[src/rtl/mips_run_ctrl.sv]
// Run controller for the single-cycle MIPS core: reset sequencing, free-run and
// single-step clock gating, and stop on halt-PC match, cycle budget or abort.
module mips_run_ctrl #(
  parameter int RST_CYCLES = 2,
  parameter int CNT_W      = 32,
  parameter int PC_W       = 32
) (
  input  logic             clk_i,
  input  logic             rst_i,
  input  logic             start_i,
  input  logic             step_mode_i,
  input  logic             step_i,
  input  logic             abort_i,
  input  logic [PC_W-1:0]  pc_i,
  input  logic [PC_W-1:0]  halt_pc_i,
  input  logic [CNT_W-1:0] max_cycles_i,
  output logic             cpu_rst_o,
  output logic             cpu_clk_en_o,
  output logic [CNT_W-1:0] cycle_count_o,
  output logic             done_o,
  output logic             timeout_o,
  output logic             busy_o
);

  localparam int RW = (RST_CYCLES > 1) ? $clog2(RST_CYCLES) : 1;

  typedef enum logic [2:0] {S_IDLE, S_RSTSEQ, S_RUN, S_STEP, S_HALTED} state_e;

  state_e           state_q, state_d;
  logic             cpu_rst_q, cpu_rst_d;
  logic             clk_en_q, clk_en_d;
  logic             done_q, done_d;
  logic             timeout_q, timeout_d;
  logic             busy_q, busy_d;
  logic             mode_q, mode_d;
  logic             step_q;
  logic [RW-1:0]    rcnt_q, rcnt_d;
  logic [CNT_W-1:0] cnt_q, cnt_d, cnt_inc;
  logic             halt_hit, budget_hit, step_rise;

  // Counter saturates rather than wrapping on unlimited runs.
  assign cnt_inc    = (cnt_q == '1) ? cnt_q : cnt_q + CNT_W'(1);
  assign halt_hit   = (pc_i == halt_pc_i);
  assign budget_hit = (max_cycles_i != '0) && ((cnt_q + CNT_W'(1)) == max_cycles_i);
  assign step_rise  = step_i & ~step_q;

  always_comb begin
    state_d   = state_q;
    cpu_rst_d = cpu_rst_q;
    clk_en_d  = clk_en_q;
    done_d    = done_q;
    timeout_d = timeout_q;
    mode_d    = mode_q;
    rcnt_d    = rcnt_q;
    cnt_d     = cnt_q;
    if (abort_i) begin
      state_d   = S_IDLE;
      cpu_rst_d = 1'b1;
      clk_en_d  = 1'b0;
      done_d    = 1'b0;
      timeout_d = 1'b0;
    end else begin
      case (state_q)
        S_IDLE, S_HALTED: begin
          if (start_i) begin
            state_d   = S_RSTSEQ;
            cpu_rst_d = 1'b1;
            clk_en_d  = 1'b0;
            cnt_d     = '0;
            done_d    = 1'b0;
            timeout_d = 1'b0;
            mode_d    = step_mode_i;
            rcnt_d    = RW'(RST_CYCLES - 1);
          end
        end
        S_RSTSEQ: begin
          if (rcnt_q == '0) begin
            state_d   = mode_q ? S_STEP : S_RUN;
            cpu_rst_d = 1'b0;
            clk_en_d  = ~mode_q;
          end else begin
            rcnt_d = rcnt_q - RW'(1);
          end
        end
        S_RUN, S_STEP: begin
          if (clk_en_q) begin
            // Enabled edge: the instruction at pc_i retires and is counted.
            cnt_d    = cnt_inc;
            clk_en_d = (state_q == S_RUN);
            if (halt_hit) begin
              state_d  = S_HALTED;
              done_d   = 1'b1;
              clk_en_d = 1'b0;
            end else if (budget_hit) begin
              state_d   = S_HALTED;
              timeout_d = 1'b1;
              cnt_d     = max_cycles_i;
              clk_en_d  = 1'b0;
            end
          end else if (state_q == S_STEP && step_rise) begin
            clk_en_d = 1'b1;
          end
        end
        default: state_d = S_IDLE;
      endcase
    end
    busy_d = (state_d == S_RSTSEQ) || (state_d == S_RUN) || (state_d == S_STEP);
  end

  always_ff @(posedge clk_i) begin
    if (rst_i) begin
      state_q   <= S_IDLE;
      cpu_rst_q <= 1'b1;
      clk_en_q  <= 1'b0;
      done_q    <= 1'b0;
      timeout_q <= 1'b0;
      busy_q    <= 1'b0;
      mode_q    <= 1'b0;
      step_q    <= 1'b0;
      rcnt_q    <= '0;
      cnt_q     <= '0;
    end else begin
      state_q   <= state_d;
      cpu_rst_q <= cpu_rst_d;
      clk_en_q  <= clk_en_d;
      done_q    <= done_d;
      timeout_q <= timeout_d;
      busy_q    <= busy_d;
      mode_q    <= mode_d;
      step_q    <= step_i;
      rcnt_q    <= rcnt_d;
      cnt_q     <= cnt_d;
    end
  end

  assign cpu_rst_o     = cpu_rst_q;
  assign cpu_clk_en_o  = clk_en_q;
  assign cycle_count_o = cnt_q;
  assign done_o        = done_q;
  assign timeout_o     = timeout_q;
  assign busy_o        = busy_q;

endmodule

[config.mk]
export PLATFORM = sky130hd
export DESIGN_NAME = mips_run_ctrl
export DESIGN_NICKNAME = d
export VERILOG_FILES = /design/src/rtl/mips_run_ctrl.sv
export SDC_FILE = /design/constraint.sdc
export NUM_CORES = 1
export LEC_CHECK = 0
export ABC_AREA = 1
export BUFFER_PORTS_ARGS = -buffer_cell sky130_fd_sc_hd__buf_2
export CORE_MARGIN = 3
export CORE_UTILIZATION = 55
export CTS_BUF_LIST = sky130_fd_sc_hd__clkbuf_4 sky130_fd_sc_hd__clkbuf_8 sky130_fd_sc_hd__clkbuf_16
export DETAILED_ROUTE_END_ITERATION = 7
export PLACE_DENSITY = 0.84
export SLEW_MARGIN = 10
export SYNTH_ARGS = -nofsm -noshare
export SYNTH_HDL_FRONTEND = slang
export SYNTH_SLANG_ARGS = --single-unit
[constraint.sdc]
create_clock -name clk_i -period 4.3 [get_ports clk_i]
set_clock_uncertainty 0.15 [all_clocks]
set_input_delay 1.29 -clock clk_i [delete_from_list [all_inputs] [get_ports clk_i]]
set_output_delay 1.29 -clock clk_i [all_outputs]
set_load 0.005 [all_outputs]
* After elaboration in Yosys (flattened, before gate mapping) *
Index checks and enable logic that the tools add are counted.

operators by class
  add/subtract/negate cells = 2
  equality and inequality tests = 16
  mux-type cells = 33
  bitwise logic cells = 4
  reduce and logical (&&, ||, !) cells = 19

operators with widths
  cell                                                 number
  two-way mux 32 bit                                   5
  equality test 32 bit                                 2
  one-hot mux 32 bit (2 select lines)                  1
  adder 32 x 1 -> 32 bit, second input constant        1
  equality test 32 bit, second input constant          1
  nonzero test 32 bit                                  1
  two-way mux 3 bit                                    6
  two-way mux 1 bit                                    15
  equality test 3 x 2 -> 1 bit, second input constant  4
  inequality test 2 bit, second input constant         6
  AND reduction 3 bit                                  4
  one-hot mux 3 bit (3 select lines)                   1
  one-hot mux 1 bit (2 select lines)                   4
  AND reduction 4 bit                                  2
  equality test 3 x 1 -> 1 bit, second input constant  2
  OR reduction 2 bit                                   3
  AND reduction 5 bit                                  1
  nonzero test 2 bit                                   2
  equality test 3 bit, second input constant           1
  zero test 3 bit                                      1
  inverter 1 bit                                       3
  one-hot mux 1 bit (3 select lines)                   1
  nonzero test 3 bit                                   1
  logical AND 1 bit                                    2
  other kinds (3)                                      4

storage, ports and cells
  bits in registers = 43
  bits of input ports = 102

* Depth between registers and ports, before layout *
  word-level depth = 11
  depth in mapped cells = 20
  mapped depth without buffers = 20

* Worst setup path before layout *
OpenSTA, ideal clock, no wires.

  kind = input-to-reg
  from = in halt_pc_i[29]
  to = reg cnt_q[26], in the netlist cycle_count_o[26]
  library setup time = 0.070 ns
  arrival time = 2.615 ns
  data required time = 4.080 ns
  slack = 1.465 ns
  stages = 11
  path through = or2_2 > a211oi_1 > nand2_1 > nor2_1 > nand2_1 > inv_1 > nor2_8 > buf_6 > nand2_1 > nand3_1 > a21oi_1

on the way
  longest elaborated chain between the ends = 4

ends and longest elaborated chain
  element                              line  text
  from (decl)                          15    input logic [PC_W-1:0] halt_pc_i,
  equality test 32 bit                 43    assign halt_hit = (pc_i == halt_pc_i);
  two-way mux 32 bit                   90    if (halt_hit) begin
  two-way mux 32 bit                   86    if (clk_en_q) begin
  one-hot mux 32 bit (2 select lines)  63    case (state_q)
  to (signal assigned)                 132   cnt_q <= cnt_d;
  to (decl)                            38    logic [CNT_W-1:0] cnt_q, cnt_d, cnt_inc;

No other way between the ends. The select of a mux whose other input is x is not followed.
A chain may end at the register's enable or synchronous reset.

* Worst setup path in the final report *
  from = reg cnt_q[0], in the netlist cycle_count_o[0]
  to = reg cnt_q[18], in the netlist cycle_count_o[18]

on the way
  longest elaborated chain between the ends = 7

ends and longest elaborated chain
  element                                line    text
  adder 32 x 1 -> 32 bit                 42, 44
  equality test 32 bit                   44      assign budget_hit = (max_cycles_i != '0) && ((cnt_q + CNT_W'(1)) == max_cycles_i);
  logical AND 1 bit                      44
  two-way mux 32 bit                     94      end else if (budget_hit) begin
  two-way mux 32 bit *                   90
  two-way mux 32 bit *                   86
  one-hot mux 32 bit (2 select lines) *  63

Mark *: on every way between the ends. The rest lies on a longest branch, timed or not. The select of a mux whose other input is x is not followed.

==> impl_metrics.tcl <==
set metrics [dict create \
    worstMarginPinSlew_ns 0.840 \
    dr.pass1.iters 4 \
    relSlewSlack 0.437 \
    grt_pass1_wl_mm 21.8 \
    cts_tree "built" \
    yosys_warnings 0 \
    fmax_ghz 0.308 \
    critPathCaptureType "register" \
    fin_ws_ns 1.06 \
    ant_nets 0 \
    fin_crit_sh 0.754 \
    finalSetupTns_ns 0 \
    timing.final.max_slew_violations 0 \
    drc 0 \
    status "finished clean" \
    place_area_um2 5230 \
    nNetsFinal 1050 \
    antenna_found_initial 0 \
    netlist-cell-type-count 36 \
    min_path_type "reg2reg" \
    cts_buffers 5 \
    initial_core_util 0.574 \
    clk_path_buf_depth 2 \
    dp_worst_setup_slack_ns 0.941 \
    rsz0062_at_grt "false" \
    portBuffers 138 \
    synth_nets 921 \
    row_count 32 \
    wl_per_cell_um 12.9 \
    htreeDepth 2 \
    die_x_um 96.5 \
    postSynthCellCount 818 \
    place_congestion 0.986 \
    startpoint_type "register" \
    grt_max_degree 38 \
    ys_seq_area_frac 0.191 \
    holdBufCountCts 0 \
    setup_viol 0 \
    path_clk_slew_ns 0.09 \
    vias 5467 \
    ys_seq_elements 43 \
    final_area_um2 5360 \
    max_cap_violations 0 \
    clk_latency_ns 0.31 \
    path_class "reg2reg" \
    post_cts.resized_instances 0 \
    grt_pass1_vias 4873 \
    routed_wl_mm 13.6 \
    irDropWorstVdd_mv 0.188 \
    drive_gt1_frac 0.200 \
    clkSinkCount 43 \
    root_buffer "clkbuf_8" \
    areaGrowthSynthToFinish_pct 19.1 \
    hold_viol_final 0 \
    cp_max_fo 32 \
    dp_hpwl_mm 10.4 \
    power_density_nw_per_um2 183 \
    worstPathRequired_ns 4.38 \
    syn-cell-area_um2 4500 \
    grt_util_all_layers 0.294 \
    fp.coreArea_um2 7850 \
    gr-total-overflow 0 \
    avgSynthCellArea_um2 5.50 \
    first_iter_violations 285 \
    die-area_um2 9310 \
    crit_arrival_ns 3.32 \
    whs_ns 0.318 \
    antennaDiodeCount 0 \
    die_height_um 96.5 \
    pin_count 139 \
    p_leak_uw 0.00267 \
    fin_crit_ns 3.24 \
    post-cts-setup-buffer-count 0 \
    vias_per_cell 5.21 \
]
-- Yosys cell counts, drive strengths merged --
library cell  count  area share
buf               9       0.018
o21a              1      0.0017
nor2            105        0.11
xnor3             1      0.0050
nand3b            6       0.010
nand3           109        0.13
ha                1      0.0028
clkbuf            9      0.0075
o21bai            1      0.0017
nand4             6       0.013
nor3             10       0.013
a21boi            1      0.0017
nand2           318        0.27
inv              93       0.078
dfxtp            43        0.19
clkinv            1     0.00083
o21ai            11       0.012
xor2             15       0.029
nor4b             1      0.0019
a211oi            4      0.0067
or2              11       0.015
mux2i             1      0.0022
xnor2             9       0.018
a21oi            52       0.058
-- final timing paths --
path,cells past startpoint,to,slack (ns),startpoint
min reg2reg,2,done_o,0.32,done_o
min,2,done_o,0.32,done_o
max,15,cycle_count_o[18],1.06,cycle_count_o[0]
max reg2reg,15,cycle_count_o[18],1.06,cycle_count_o[0]
-- cell usage in the layout (no fill, tap or decap), types with 2 or more instances in the layout --
cell type / synthesis / final
a211oi_1: 4 / 4
a21oi_1: 52 / 52
buf_2: 3 / 138
buf_4: 0 / 2
bufinv_16: 0 / 2
clkbuf_8: 0 / 5
dfxtp_1: 43 / 43
inv_1: 93 / 93
nand2_1: 308 / 308
nand2_2: 8 / 8
nand2_4: 2 / 2
nand3_1: 106 / 106
nand3_2: 2 / 2
nand3b_1: 6 / 6
nand4_1: 4 / 4
nor2_1: 91 / 91
nor2_4: 11 / 11
nor2_8: 2 / 2
nor3_1: 8 / 8
o21ai_0: 10 / 10
or2_2: 11 / 11
xnor2_1: 9 / 9
xor2_1: 15 / 15
-- per-stage QoR --
stage	util	std cells	total power [uW]
after floorplan	-	818	512
after global placement	0.666	1042	591
after CTS	0.683	1050	985
after detailed placement	0.666	1042	593
final	0.683	1050	979
after global routing	0.683	1050	1020
-- cell type report --
class | count | area [um2]
clock buffer | 5 | 68.8
clock inverter | 3 | 67.6
fill | 795 | 2480
inverter | 94 | 353
multi-input combinational | 663 | 3180
sequential | 43 | 861
tap | 102 | 128
timing repair buffer | 140 | 706
-- flip-flops by register name (all words and copies together) (netlist names) --
register,cells
rcnt_q,1
cpu_rst_o,1
mode_q,1
busy_o,1
state_q,3
timeout_o,1
cycle_count_o,32
step_q,1
done_o,1
cpu_clk_en_o,1
-- critical path, stage by stage (launching register included) --
cell and delay, ns:
dfxtp_1 0.45, ha_1 0.24, nand2_2 0.09, nor2_4 0.23, nand2_2 0.13, o21ai_0 0.27, nand2_1 0.11, nand2_1 0.07
nand3_1 0.07, nor2_1 0.16, nand2_1 0.13, nor2_4 0.15, nand4_4 0.43, nand2_1 0.20, nand3_1 0.09, a21oi_1 0.16
-- layer usage --
| layer | vias to the layer above | share of wire | track usage |
|---|---|---|---|
| li1 | 2836 | - | - |
| met1 | 2385 | 0.42 | 0.359 |
| met2 | 222 | 0.49 | 0.527 |
| met3 | 24 | 0.078 | 0.0511 |
| met4 | 0 | 0.019 | 0.0818 |
| met5 | - | 0 | 0 |
-- cells by family (layout without fill, tap and decap cells) --
family                     after synthesis  in the layout  synth area share
adders and majority gates                1              1           0.00278
and+or+nand+nor                        566            566             0.566
buffers and inverters                  112            242             0.104
muxes                                    1              1           0.00222
DFF                                     43             43             0.191
AOI/OAI and AO/OA                       70             70            0.0817
xor gates and xnor gates                25             25            0.0517
-- where the power goes --
| part | switching [uW] | internal, uW |
|---|---|---|
| combinational | 98.9 | 78.3 |
| clock | 162 | 232 |
| sequential | 4.24 | 404 |
| total | 266 | 714 |
No activity file was read; power rests on OpenSTA's default activity.
